$ cat src/rtl/spi_link_arbiter.sv
`default_nettype none
// ==========================================================================
// spi_link_arbiter - round-robin scheduler sharing one SPI byte link (rev 1.0)
// ==========================================================================
module spi_link_arbiter #(
  parameter int N_REQ = 4,
  parameter int BITS  = 8
) (
  input  logic               clk,
  input  logic               clr,
  input  logic [N_REQ-1:0]   req,
  input  logic [8*N_REQ-1:0] tx_data,
  output logic [N_REQ-1:0]   gnt,
  output logic [N_REQ-1:0]   done,
  output logic [7:0]         rx_data,
  output logic               busy,
  output logic               err,
  output logic [7:0]         s_data,
  output logic               s_write,
  output logic               s_te,
  input  logic               s_empty,
  output logic               r_read,
  output logic               r_re,
  input  logic               r_full,
  input  logic [7:0]         r_data
);
  localparam int GW = (N_REQ > 1) ? $clog2(N_REQ) : 1;
  localparam int CW = $clog2(BITS) + 1;
  localparam logic [CW-1:0] BCNT_LAST = CW'(BITS - 1);

  typedef enum logic [2:0] {
    IDLE    = 3'd0,
    LOAD    = 3'd1,
    SHIFT   = 3'd2,
    CAPTURE = 3'd3,
    FIN     = 3'd4
  } state_t;

  state_t           state, state_nxt;
  logic [GW-1:0]    g, ptr, pick, idx;
  logic             pick_valid;
  logic [CW-1:0]    bcnt;
  logic [N_REQ-1:0] g_onehot;
  logic [7:0]       tx_byte [N_REQ];

  for (genvar i = 0; i < N_REQ; i++) begin : g_tx_bytes
    assign tx_byte[i] = tx_data[8*i +: 8];
  end

  assign g_onehot = N_REQ'(1) << g;

  // Search starts one past the last served requester so it has lowest priority.
  always_comb begin
    pick_valid = 1'b0;
    pick       = ptr;
    idx        = ptr;
    for (int k = 1; k <= N_REQ; k++) begin
      idx = GW'((int'(ptr) + k) % N_REQ);
      if (!pick_valid && req[idx]) begin
        pick_valid = 1'b1;
        pick       = idx;
      end
    end
  end

  always_comb begin
    state_nxt = state;
    gnt       = '0;
    done      = '0;
    busy      = 1'b1;
    s_write   = 1'b0;
    s_te      = 1'b0;
    r_read    = 1'b0;
    r_re      = 1'b0;
    case (state)
      IDLE: begin
        busy = 1'b0;
        if (pick_valid) state_nxt = LOAD;
      end
      LOAD: begin
        gnt       = g_onehot;
        s_write   = 1'b1;
        r_read    = 1'b1;
        state_nxt = SHIFT;
      end
      SHIFT: begin
        gnt  = g_onehot;
        s_te = 1'b1;
        r_re = 1'b1;
        if (bcnt == BCNT_LAST) state_nxt = CAPTURE;
      end
      CAPTURE: begin
        gnt       = g_onehot;
        r_read    = 1'b1;
        state_nxt = FIN;
      end
      FIN: begin
        gnt       = g_onehot;
        done      = g_onehot;
        state_nxt = IDLE;
      end
      default: begin
        busy      = 1'b0;
        state_nxt = IDLE;
      end
    endcase
  end

  always_ff @(posedge clk or negedge clr) begin
    if (!clr) begin
      state   <= IDLE;
      bcnt    <= '0;
      g       <= '0;
      ptr     <= GW'(N_REQ - 1);
      s_data  <= '0;
      rx_data <= '0;
      err     <= 1'b0;
    end else begin
      state <= state_nxt;
      bcnt  <= (state == SHIFT && bcnt != BCNT_LAST) ? bcnt + 1'b1 : '0;
      if (state == IDLE && pick_valid) begin
        g      <= pick;
        s_data <= tx_byte[pick];
      end
      // Both sides must report a complete byte at capture time.
      if (state == CAPTURE) begin
        rx_data <= r_data;
        if (!s_empty || !r_full) err <= 1'b1;
      end
      if (state == FIN) ptr <= g;
    end
  end
endmodule
`default_nettype wire

$ cat config.mk
export PLATFORM = sky130hd
export DESIGN_NAME = spi_link_arbiter
export DESIGN_NICKNAME = d
export VERILOG_FILES = /design/src/rtl/spi_link_arbiter.sv
export SDC_FILE = /design/constraint.sdc
export NUM_CORES = 1
export LEC_CHECK = 0
export CAP_MARGIN = 40
export CORE_MARGIN = 3
export CORE_UTILIZATION = 44
export CTS_BUF_LIST = sky130_fd_sc_hd__clkbuf_4 sky130_fd_sc_hd__clkbuf_8 sky130_fd_sc_hd__clkbuf_16
export CTS_CLUSTER_DIAMETER = 30
export DETAILED_ROUTE_END_ITERATION = 10
export PLACE_DENSITY_LB_ADDON = 0.15
export SETUP_SLACK_MARGIN = 0.1
export SYNTH_ARGS = -nofsm -noshare
export SYNTH_HDL_FRONTEND = slang
export SYNTH_SLANG_ARGS = --single-unit
$ cat constraint.sdc
create_clock -name clk -period 4.04 [get_ports clk]
set_input_delay 1.01 -clock clk [delete_from_list [all_inputs] [get_ports clk]]
set_output_delay 1.01 -clock clk [all_outputs]
set_load 0.05 [all_outputs]
After elaboration in Yosys (flattened, before gate mapping)
Index checks and enable logic that the tools add are counted.
W data, S select, Z words.
- bits in registers: 28
- input bits: 48
- output and inout port bits: 30
- word-level logic and storage cells: 72
- add/subtract/negate cells: 5
- magnitude comparators: 5
- equal/unequal tests: 8
- shifts and indexed selects: 1
- muxes and demuxes: 29
- bitwise operators: 1
- reductions and logical operators: 16
- operators with widths (cell ; number):
    $bmux W8 S2 ; 1
    $mux W8 ; 2
    $lt A2 B3 Y1 const B ; 4
    $mux W1 ; 12
    $mux W4 ; 3
    $pmux W3 S4 ; 1
    $bmux W1 S2 ; 4
    $mux W2 ; 4
    $eq A3 B2 Y1 const B ; 2
    $mux W3 ; 2
    $logic_and A1 B1 Y1 ; 5
    $logic_not A1 Y1 ; 5
    $add A2 B1 Y2 const B ; 2
    $add A2 B2 Y2 const B ; 2
    $add A4 B1 Y4 const B ; 1
    $eq A4 B3 Y1 const B ; 1
    $ne A2 B2 Y1 const B ; 2
    $ne A4 B3 Y1 const B ; 1
    $reduce_and A2 Y1 ; 2
    $reduce_or A4 Y1 ; 1
    $shl A1 B2 Y4 const A ; 1
    $eq A3 B1 Y1 const B ; 1
    $eq A3 B3 Y1 const B ; 1
    $ge A3 B3 Y1 const B ; 1
    4 further kinds ; 4

Longest topological paths before layout
Gate-level depths: netlist (run 1).
- depth after elaboration: 17
- gate-level depth with buffers: 7
- depth with buffers taken out: 5

Least setup slack after synthesis (run 1)
OpenSTA, ideal clock, no wires.
- path kind: reg2out
- from: register state[1]
- to: output done[0]
- data arrival time: 1.763 ns
- required time: 3.030 ns
- path slack: 1.267 ns
- stages on the path, launching flop included: 4
- path buffers: 0
- path through: dfrtp_1 > nor2_1 > nand2_1 > nor3_1
- cells in the longest elaborated chain, start to end: 2
- RTL lines (element ; line ; source):
    from (decl) ; 39 ; state_t state, state_nxt;
    from (signal assigned) ; 119 ; state <= state_nxt;
    $eq A3 B3 Y1 ; 75 ; case (state)
    $mux W4 ; 75 ;
    to (decl) ; 14 ; output logic [N_REQ-1:0] done,
No other way between the ends.

Worst setup path in the final report (run 1)
Ends and elaborated chain as after synthesis.

==> qor.csv, run 1 <==
stage,metric,value,unit
worst_setup_path,arrival,2.02,ns
floorplanning,start_util,46.8,%
synthesis,syn_area,0.00161,mm^2
floorplanning,row_count,21,
grt,grt_max_degree,16,
worst_hold_path,worstHoldStart,bcnt[0],
finish,mostFrequentLayoutCells,"clkdlybuf4s50_1, dfrtp_1, nor2_1, nand2_1",
synthesis,synth_compound_area_share,18.6,%
finish,drive_gt1_share,13.4,%
sta,finClkSkew,0.000919,ns
cts,clock_path_buffers,2,
worst_setup_path,path_max_fanout,7,
finish,layout_commonest_cell,clkdlybuf4s50_1,
sta,fin_crit,3.03,ns
synthesis,async_flop_share,100,%
grt,grt_pass1_vias,1487,
finish,area_growth_syn_to_layout,53.6,%
synthesis,avgSynthCellArea,10.5,um^2
finish,fin_area,0.00247,mm^2
synthesis,syn-num-nets,203,
pwr,p_total,2.05,mW
sta,fmax,330,MHz
finish,fill_cells,256,
pwr,p_leak,1.04,nW
cts,path_clk_slew,0.09,ns
routing,drt-wirelength-per-cell,15.6,um
routing,drt_iter0_markers,83,
sta,period_share,75.1,%
sta,tns,0,ns
synthesis,synth_mux_area_share,12.0,%
routing,avgViaCountPerCell,5.24,
floorplanning,core,0.00344,mm^2
place,dpl_cell_area,0.00242,mm^2
cts,cts_tree,built,
cts,htree_levels,1,
synthesis,yosys_most_used_dff,dfrtp_1,
routing,drc,0,
finish,final_util,71.9,%
pwr,sw_frac_of_total,50.8,%
place,io_buffer_count,77,
synthesis,synth-simple-area-share,19.3,%
grt,grt_antenna_before_repair,0,
synthesis,synth_cells,154,
routing,drt-pass1-iter-count,4,
floorplanning,io_pins,78,
floorplanning,die_h,66.5,um
synthesis,synth_top_area_share,40.4,%
cts,cts_made_buffers,3,
synthesis,yosysTopAreaCell,dfrtp_1,
synthesis,synth_warnings,0,
worst_setup_path,crit_path_start_kind,flip-flop,
pwr,clkPwrFrac,8.3,%
run,maxCapViolations,0,
cts,clkLatencyLatePin,0.27,ns
cts,cts.sinks,28,
pwr,switchingPower,1.04,mW
pwr,p_per_area,829,mW/mm^2
sta,drv_slew,0,
sta,rsz0062_at_grt,false,
synthesis,synth_top_family_by_area,simple AND/OR/NAND/NOR gates,
cts,ctsHoldBuffers,0,
place,place.gp.congestion,0.923,
routing,ant_nets,0,
grt,grt_pass1_wl,7100,um
cts,root_buffer,clkbuf_8,
finish,nNetsFinal,282,
sta,setup_viol,0,
pwr,p_int,1.01,mW
worst_setup_path,crit_required,3.03,ns
worst_setup_path,end_kind,output pin,
cts,cts_resized,0,
pwr,pwr-share-comb,66.9,%
worst_setup_path,setup.worst_path.class,reg2out,
pwr,ir_worst_vdd,0.537,mV
synthesis,ys_ff_latch,28,
status,status,"complete, no violations",
floorplanning,die_x,66.5,um
routing,wirelength,4320,um
sta,worst_pin_slew,0.635,ns
synthesis,synth_xor_area_share,1.63,%
synthesis,synth_edf_count,0,
pwr,seq_power_share,24.8,%
synthesis,yosysUniqueCellTypes,34,
worst_setup_path,crit_start,state[1],
finish,diodes,0,
cts,post-cts-setup-buffers,0,
sta,hold_violations,0,
place,hpwl,3470,um
worst_hold_path,hold_class,reg2reg,
synthesis,synth.area.top_cells,"dfrtp_1, mux2_2, o211ai_2",
sta,maxSlewHeadroom,57.5,%
worst_setup_path,timing.rr.start,ptr[0],
floorplanning,die_area,0.00442,mm^2
grt,overflow,0,
synthesis,synth_adder_area_share,0.777,%
routing,vias,1457,
sta,holdWs,0.471,ns
grt,grtUsageTotal,20.8,%
synthesis,seq_area_frac_synth,43.7,%
worst paths after layout:
kind	end	slack (ns)	cells after the start
setup / recovery	done[0]	1.01	4
hold / removal	bcnt[0]	0.47	1
setup reg to reg	s_data[3]	2.02	5
hold reg to reg	bcnt[0]	0.47	1
max in group asynchronous	ptr[0]	2.33	2
min in group asynchronous	rx_data[0]	1.13	1
stage by stage:
| stage | worst slack [ns] | cells |
|---|---|---|
| final | 1.01 | 278 |
| after global routing | 0.814 | 278 |
| after CTS | 0.978 | 278 |
| after detailed placement | 0.942 | 274 |
| after global placement | 0.973 | 273 |
| after floorplan | 1.27 | 154 |
synthesized netlist by cell type (all sizes together) (2+ instances only):
| master | count |
|---|---|
| xnor2 | 2 |
| nand2b | 5 |
| and2 | 2 |
| and4 | 8 |
| nor2b | 2 |
| mux2 | 10 |
| buf | 5 |
| dfrtp | 26 |
| nor2 | 15 |
| dfstp | 2 |
| a21oi | 3 |
| o31a | 8 |
| nor3 | 3 |
| nand3b | 2 |
| a21o | 2 |
| o211ai | 9 |
| mux2i | 8 |
| o21ai | 14 |
| nand2 | 15 |
| inv | 6 |
critical path: stages, from the launching register on:
cell and delay [ns]:
dfrtp_1 0.44, nor2_1 0.16, nand2_1 0.17, nor3_1 0.16
clkdlybuf4s50_1 0.83
state kept, by name, indices dropped and copies added (netlist names):
name	cells
ptr	2
g	2
state	3
err	1
s_data	8
rx_data	8
bcnt	4
logic make-up after synthesis:
| kind of cell | after synthesis |
|---|---|
| AO/OA/AOI/OAI | 38 |
| XOR/XNOR | 3 |
| adder cells (fa/ha/maj) | 1 |
| buffers and inverters | 11 |
| flip-flops | 28 |
| multiplexers | 18 |
| AND/OR/NAND/NOR | 55 |
power groups by stage:
stage	sequential (mW)	clock [mW]	combinational (mW)
floorplan	0.781	0	0.701
global placement	0.507	0	1.35
detailed placement	0.515	0	1.38
CTS	0.510	0.174	1.38
global route	0.528	0.188	1.47
finish	0.508	0.170	1.37
final cells by class:
cell class	instances	area, um^2	share of cell area [%]
inverters	6	22.5	0.910
well taps	46	57.6	2.33
clock buffers	4	55.1	2.23
flip-flops and latches	28	703	28.4
multi-input cells	115	842	34.0
repair buffers	79	793	32.1
per-layer routing:
layer  GRT usage, %  vias up  share of wire (%)
met5              0        -                  0
met4           4.57        0               0.90
met3           6.58        4                8.8
met2           34.1       56                 48
met1           26.7      682                 42
li1               -      715                  -
No activity file was read; power rests on OpenSTA's default activity.
==> run 2, diff against run 1 <==
Settings changed: CORE_UTILIZATION 44 to 41.
Clock period 4.04 ns to 2.91 ns, I/O delays scaled along.
==> qor.csv, run 2 (synthesis gave the netlist of run 1 again) <==
stage,metric,value,unit,change
routing,drt-pass1-iter-count,4,,unchanged
cts,clkLatencyLatePin,0.27,ns,about the same
place,pre_cts_slack,0.258,ns,-0.684 ns
finish,mostFrequentLayoutCells,"clkdlybuf4s50_1, dfrtp_1, nor2_1, nand2_1",,
status,status,"complete, no violations",,
pwr,ir_worst_vdd,0.674,mV,+25%
sta,hold_violations,0,,unchanged
sta,tns,0,ns,unchanged
cts,cts_made_buffers,3,,unchanged
grt,overflow,0,,unchanged
grt,grtUsageTotal,19.3,%,-1.5 points
sta,fmax,374,MHz,
floorplanning,row_count,22,,+4.8%
grt,grt_antenna_before_repair,0,,unchanged
grt,grt_pass1_wl,6780,um,-4.6%
place,place.gp.congestion,0.762,,-17%
worst_setup_path,timing.rr.start,ptr[0],,
worst_setup_path,end_kind,output pin,,
finish,layout_commonest_cell,clkdlybuf4s50_1,,
cts,cts_tree,built,,
routing,avgViaCountPerCell,5.29,,+0.90%
cts,root_buffer,clkbuf_8,,
worst_setup_path,path_max_fanout,4,,-3
finish,diodes,0,,unchanged
pwr,p_per_area,1150,mW/mm^2,+39%
floorplanning,die_h,68.7,um,+3.3%
cts,clock_path_buffers,2,,unchanged
cts,path_clk_slew,0.10,ns,about the same
place,io_buffer_count,77,,unchanged
run,maxCapViolations,0,,unchanged
pwr,p_leak,1.18,nW,+13%
sta,setup_viol,0,,unchanged
finish,reg_top3,"rx_data (8), s_data (8), bcnt (4)",,
routing,wirelength,4530,um,+4.7%
worst_hold_path,worstHoldStart,bcnt[0],,
sta,rsz0062_at_grt,false,,
cts,ctsHoldBuffers,0,,unchanged
grt,grt_max_degree,29,,+13
floorplanning,die_area,0.00472,mm^2,+6.6%
floorplanning,core,0.00372,mm^2,+8.0%
floorplanning,die_x,68.7,um,+3.3%
finish,area_growth_syn_to_layout,55.7,%,
sta,period_share,91.9,%,
finish,nNetsFinal,283,,+0.35%
sta,finClkSkew,0.00549,ns,+0.00458 ns
floorplanning,start_util,43.3,%,-3.4 points
place,hpwl,3520,um,+1.5%
worst_setup_path,crit_start,state[2],,
routing,drt-wirelength-per-cell,16.1,um,+3.6%
finish,drive_gt1_share,13.7,%,+0.37 points
sta,setup_ws,0.235,ns,-0.772 ns
finish,final_util,67.5,%,-4.4 points
worst_setup_path,setup.worst_path.class,reg2out,,
worst_setup_path,crit_path_start_kind,flip-flop,,
grt,grt_pass1_vias,1498,,+0.74%
cts,post-cts-setup-buffers,0,,unchanged
finish,fill_cells,318,,+24%
sta,fin_crit,2.68,ns,
routing,ant_nets,0,,unchanged
worst_setup_path,crit_required,2.18,ns,-0.85 ns
worst_setup_path,arrival,1.95,ns,-0.07 ns
floorplanning,io_pins,78,,unchanged
sta,worst_pin_slew,0.610,ns,-0.0249 ns
routing,drc,0,,unchanged
routing,drt_iter0_markers,78,,-6.0%
cts,cts.sinks,28,,unchanged
routing,vias,1486,,+2.0%
cts,htree_levels,1,,unchanged
sta,drv_slew,0,,unchanged
sta,maxSlewHeadroom,58.9,%,+1.4 points
sta,holdWs,0.469,ns,-0.00199 ns
cts,cts_resized,1,,+1
worst_hold_path,hold_class,reg2reg,,
==> run 2: worst max-delay path, stage by stage (launching register included) <==
cell and delay, ns:
dfrtp_1 0.42, nor2_1 0.21, nand2_1 0.14, inv_1 0.10, clkdlybuf4s50_1 0.80
==> run 2: layer usage <==
layer  global-route usage, %  routed length, um
met5                       0                  0
met4                    4.22                 23
met3                    5.35                329
met2                    33.1               2290
met1                    24.0               1880
==> run 2: area by class of cell <==
cell class	instances	area (um^2)	share of cell area, %
multi-input combinational	115	842	33.6
timing repair buffer	80	825	32.9
sequential	28	703	28.0
tap	48	60.1	2.40
clock buffer	4	55.1	2.20
inverter	6	22.5	0.898
==> run 2: metrics by stage <==
step | power [mW] | instance area [um^2] | std cells
floorplan | 2.06 | 1610 | 154
global placement | 2.62 | 2430 | 277
detailed placement | 2.68 | 2430 | 277
CTS | 2.92 | 2490 | 281
global route | 3.07 | 2510 | 281
finish | 2.90 | 2510 | 281
==> run 2: path summary, 6_finish.rpt <==
check / slack [ns] / to / cells after the start
setup / recovery: 0.23 / s_te / 4
max in group asynchronous: 1.78 / ptr[1] / 2
setup reg to reg: 0.99 / s_data[6] / 6
hold / removal: 0.47 / bcnt[0] / 1
hold reg to reg: 0.47 / bcnt[0] / 1
min in group asynchronous: 0.82 / s_data[2] / 2
==> run 2: power by group <==
group	switching, mW	internal (mW)	leakage, nW	total, mW
clock	0.118	0.121	0.0288	0.239
combinational	1.22	0.734	0.812	1.95
sequential	0.133	0.574	0.340	0.707
==> run 3, diff against run 2 <==
Settings changed: CORE_MARGIN 3 to default.
==> qor.csv, run 3 (synthesis gave the netlist of run 1 again) <==
stage,metric,value,unit,change
cts,clkLatencyLatePin,0.27,ns,about the same
finish,diodes,0,,unchanged
sta,fin_crit,2.65,ns,-0.0221 ns
pwr,ir_worst_vdd,0.655,mV,-2.8%
cts,cts_made_buffers,3,,unchanged
worst_hold_path,hold_class,reg2reg,,
floorplanning,start_util,43.3,%,unchanged
grt,grt_max_degree,29,,unchanged
routing,drt-wirelength-per-cell,15.7,um,-2.3%
sta,finClkSkew,0.00149,ns,-0.00401 ns
sta,setup_viol,0,,unchanged
pwr,p_int,1.43,mW,-0.16%
worst_setup_path,endpoint,r_re,,
worst_setup_path,ff2ff_path_depth,6,,unchanged
place,place.gp.congestion,0.781,,+2.4%
worst_setup_path,path_max_fanout,4,,unchanged
worst_setup_path,rrSetupSlack,1.09,ns,+0.10 ns
worst_setup_path,crit_path_start_kind,flip-flop,,
worst_setup_path,r2r-end,s_data[1],,
finish,drive_gt1_share,14.5,%,+0.73 points
cts,root_buffer,clkbuf_8,,
cts,path_clk_slew,0.09,ns,about the same
floorplanning,row_count,22,,unchanged
routing,ant_nets,0,,unchanged
sta,tns,0,ns,unchanged
sta,maxSlewHeadroom,63.6,%,+4.8 points
finish,area_growth_syn_to_layout,56.1,%,
status,status,"complete, no violations",,
grt,grtUsageTotal,21.8,%,+2.5 points
cts,ctsHoldBuffers,0,,unchanged
sta,period_share,91.2,%,-0.76 points
finish,fill_cells,298,,-6.3%
floorplanning,core,0.00372,mm^2,unchanged
routing,wirelength,4450,um,-1.6%
sta,worst_pin_slew,0.540,ns,-0.0705 ns
pwr,clkPwrFrac,8.2,%,about the same
place,hpwl,3470,um,-1.5%
grt,grt_pass1_vias,1550,,+3.5%
worst_setup_path,arrival,1.93,ns,-0.02 ns
finish,reg_top3,"rx_data (8), s_data (8), bcnt (4)",,
grt,grt_antenna_before_repair,0,,unchanged
pwr,p_per_area,1150,mW/mm^2,-0.31%
worst_setup_path,setup.worst_path.class,reg2out,,
finish,mostFrequentLayoutCells,"clkdlybuf4s50_1, dfrtp_1, nor2_1, nand2_1",,
worst_setup_path,crit_required,2.18,ns,about the same
finish,layout_commonest_cell,clkdlybuf4s50_1,,
pwr,switchingPower,1.47,mW,about the same
pwr,p_total,2.89,mW,about the same
routing,vias,1492,,+0.40%
run,maxCapViolations,0,,unchanged
routing,drt-pass1-iter-count,5,,+1
floorplanning,die_x,64.7,um,-5.8%
routing,drt_iter0_markers,70,,-10%
pwr,p_leak,1.20,nW,+1.6%
finish,final_util,67.6,%,+0.17 points
sta,drv_slew,0,,unchanged
sta,fmax,377,MHz,+0.83%
sta,holdWs,0.488,ns,+0.0185 ns
worst_setup_path,timing.rr.start,ptr[0],,
floorplanning,die_h,64.7,um,-5.8%
sta,rsz0062_at_grt,false,,
pwr,pwr-share-comb,67.2,%,about the same
cts,clock_path_buffers,2,,unchanged
cts,cts_tree,built,,
routing,drc,0,,unchanged
floorplanning,die_area,0.00418,mm^2,-11%
routing,avgViaCountPerCell,5.27,,-0.31%
worst_setup_path,crit_start,state[2],,
pwr,sw_frac_of_total,50.7,%,about the same
pwr,seq_power_share,24.6,%,+0.2 points
worst_setup_path,end_kind,output pin,,
cts,cts.sinks,28,,unchanged
cts,htree_levels,1,,unchanged
floorplanning,io_pins,78,,unchanged
finish,nNetsFinal,285,,+0.71%
place,io_buffer_count,77,,unchanged
grt,overflow,0,,unchanged
grt,grt_pass1_wl,6960,um,+2.7%
sta,hold_violations,0,,unchanged
[run 3: changes by cell type in the layout (fill, tap and decap cells not counted)]
cell,previous run,this run
dlymetal6s2s_1,8,9
dlygate4sd2_1,1,0
buf_12,1,0
buf_4,2,5
[run 3: layer usage]
layer	vias up	track usage (%)	wire length, um
met1	709	25.6	1810
met2	56	40.0	2320
met4	0	4.72	38
met5	-	0	0
li1	721	-	-
met3	6	5.28	288
[run 3: timing repair]
item | CTS | global route
endpoints found under the setup margin | 0 | 9
gates resized for setup | 0 | 9
setup buffers | 0 | 0
hold endpoints to repair | 0 | 0
[run 3: how the worst min path moves through the flow]
stage               startpoint  endpoint  slack [ns]  cells past startpoint
global route           bcnt[0]   bcnt[0]        0.51                      1
CTS                    bcnt[0]   bcnt[0]        0.49                      1
global placement       bcnt[0]   bcnt[0]        0.45                      1
finish                 bcnt[0]   bcnt[0]        0.49                      1
detailed placement         err       err        0.47                      1
floorplan                  clr   bcnt[0]        0.43                      0
[run 3: area by class of cell]
type,count,area (um^2),share of cell area [%]
multi-input combinational,115,842,33.5
timing repair buffer,82,831,33.1
sequential,28,703,28.0
tap,48,60.1,2.39
clock buffer,4,55.1,2.19
inverter,6,22.5,0.896
[run 3: power groups by stage]
| stage | clock (mW) | sequential [mW] | combinational [mW] |
|---|---|---|---|
| final | 0.237 | 0.713 | 1.94 |
| after global routing | 0.264 | 0.736 | 2.06 |
| after CTS | 0.247 | 0.713 | 1.96 |
| after detailed placement | 0 | 0.720 | 1.95 |
| after global placement | 0 | 0.702 | 1.90 |
| after floorplan | 0 | 1.08 | 0.974 |
[run 3: worst max-delay path, stage by stage, from the launching register on]
cell and delay, ns:
dfrtp_1 0.42, nor2_1 0.19, nand2_1 0.13, inv_1 0.10, clkdlybuf4s50_1 0.81
[run 3: stage by stage]
stage | std cells | setup WS [ns] | area (um^2)
2_1_floorplan | 154 | 0.419 | 1610
4_1_cts | 283 | 0.118 | 2490
5_1_grt | 283 | 0.153 | 2510
6_report | 283 | 0.257 | 2510
3_3_place_gp | 279 | 0.332 | 2440
3_5_place_dp | 279 | 0.263 | 2440
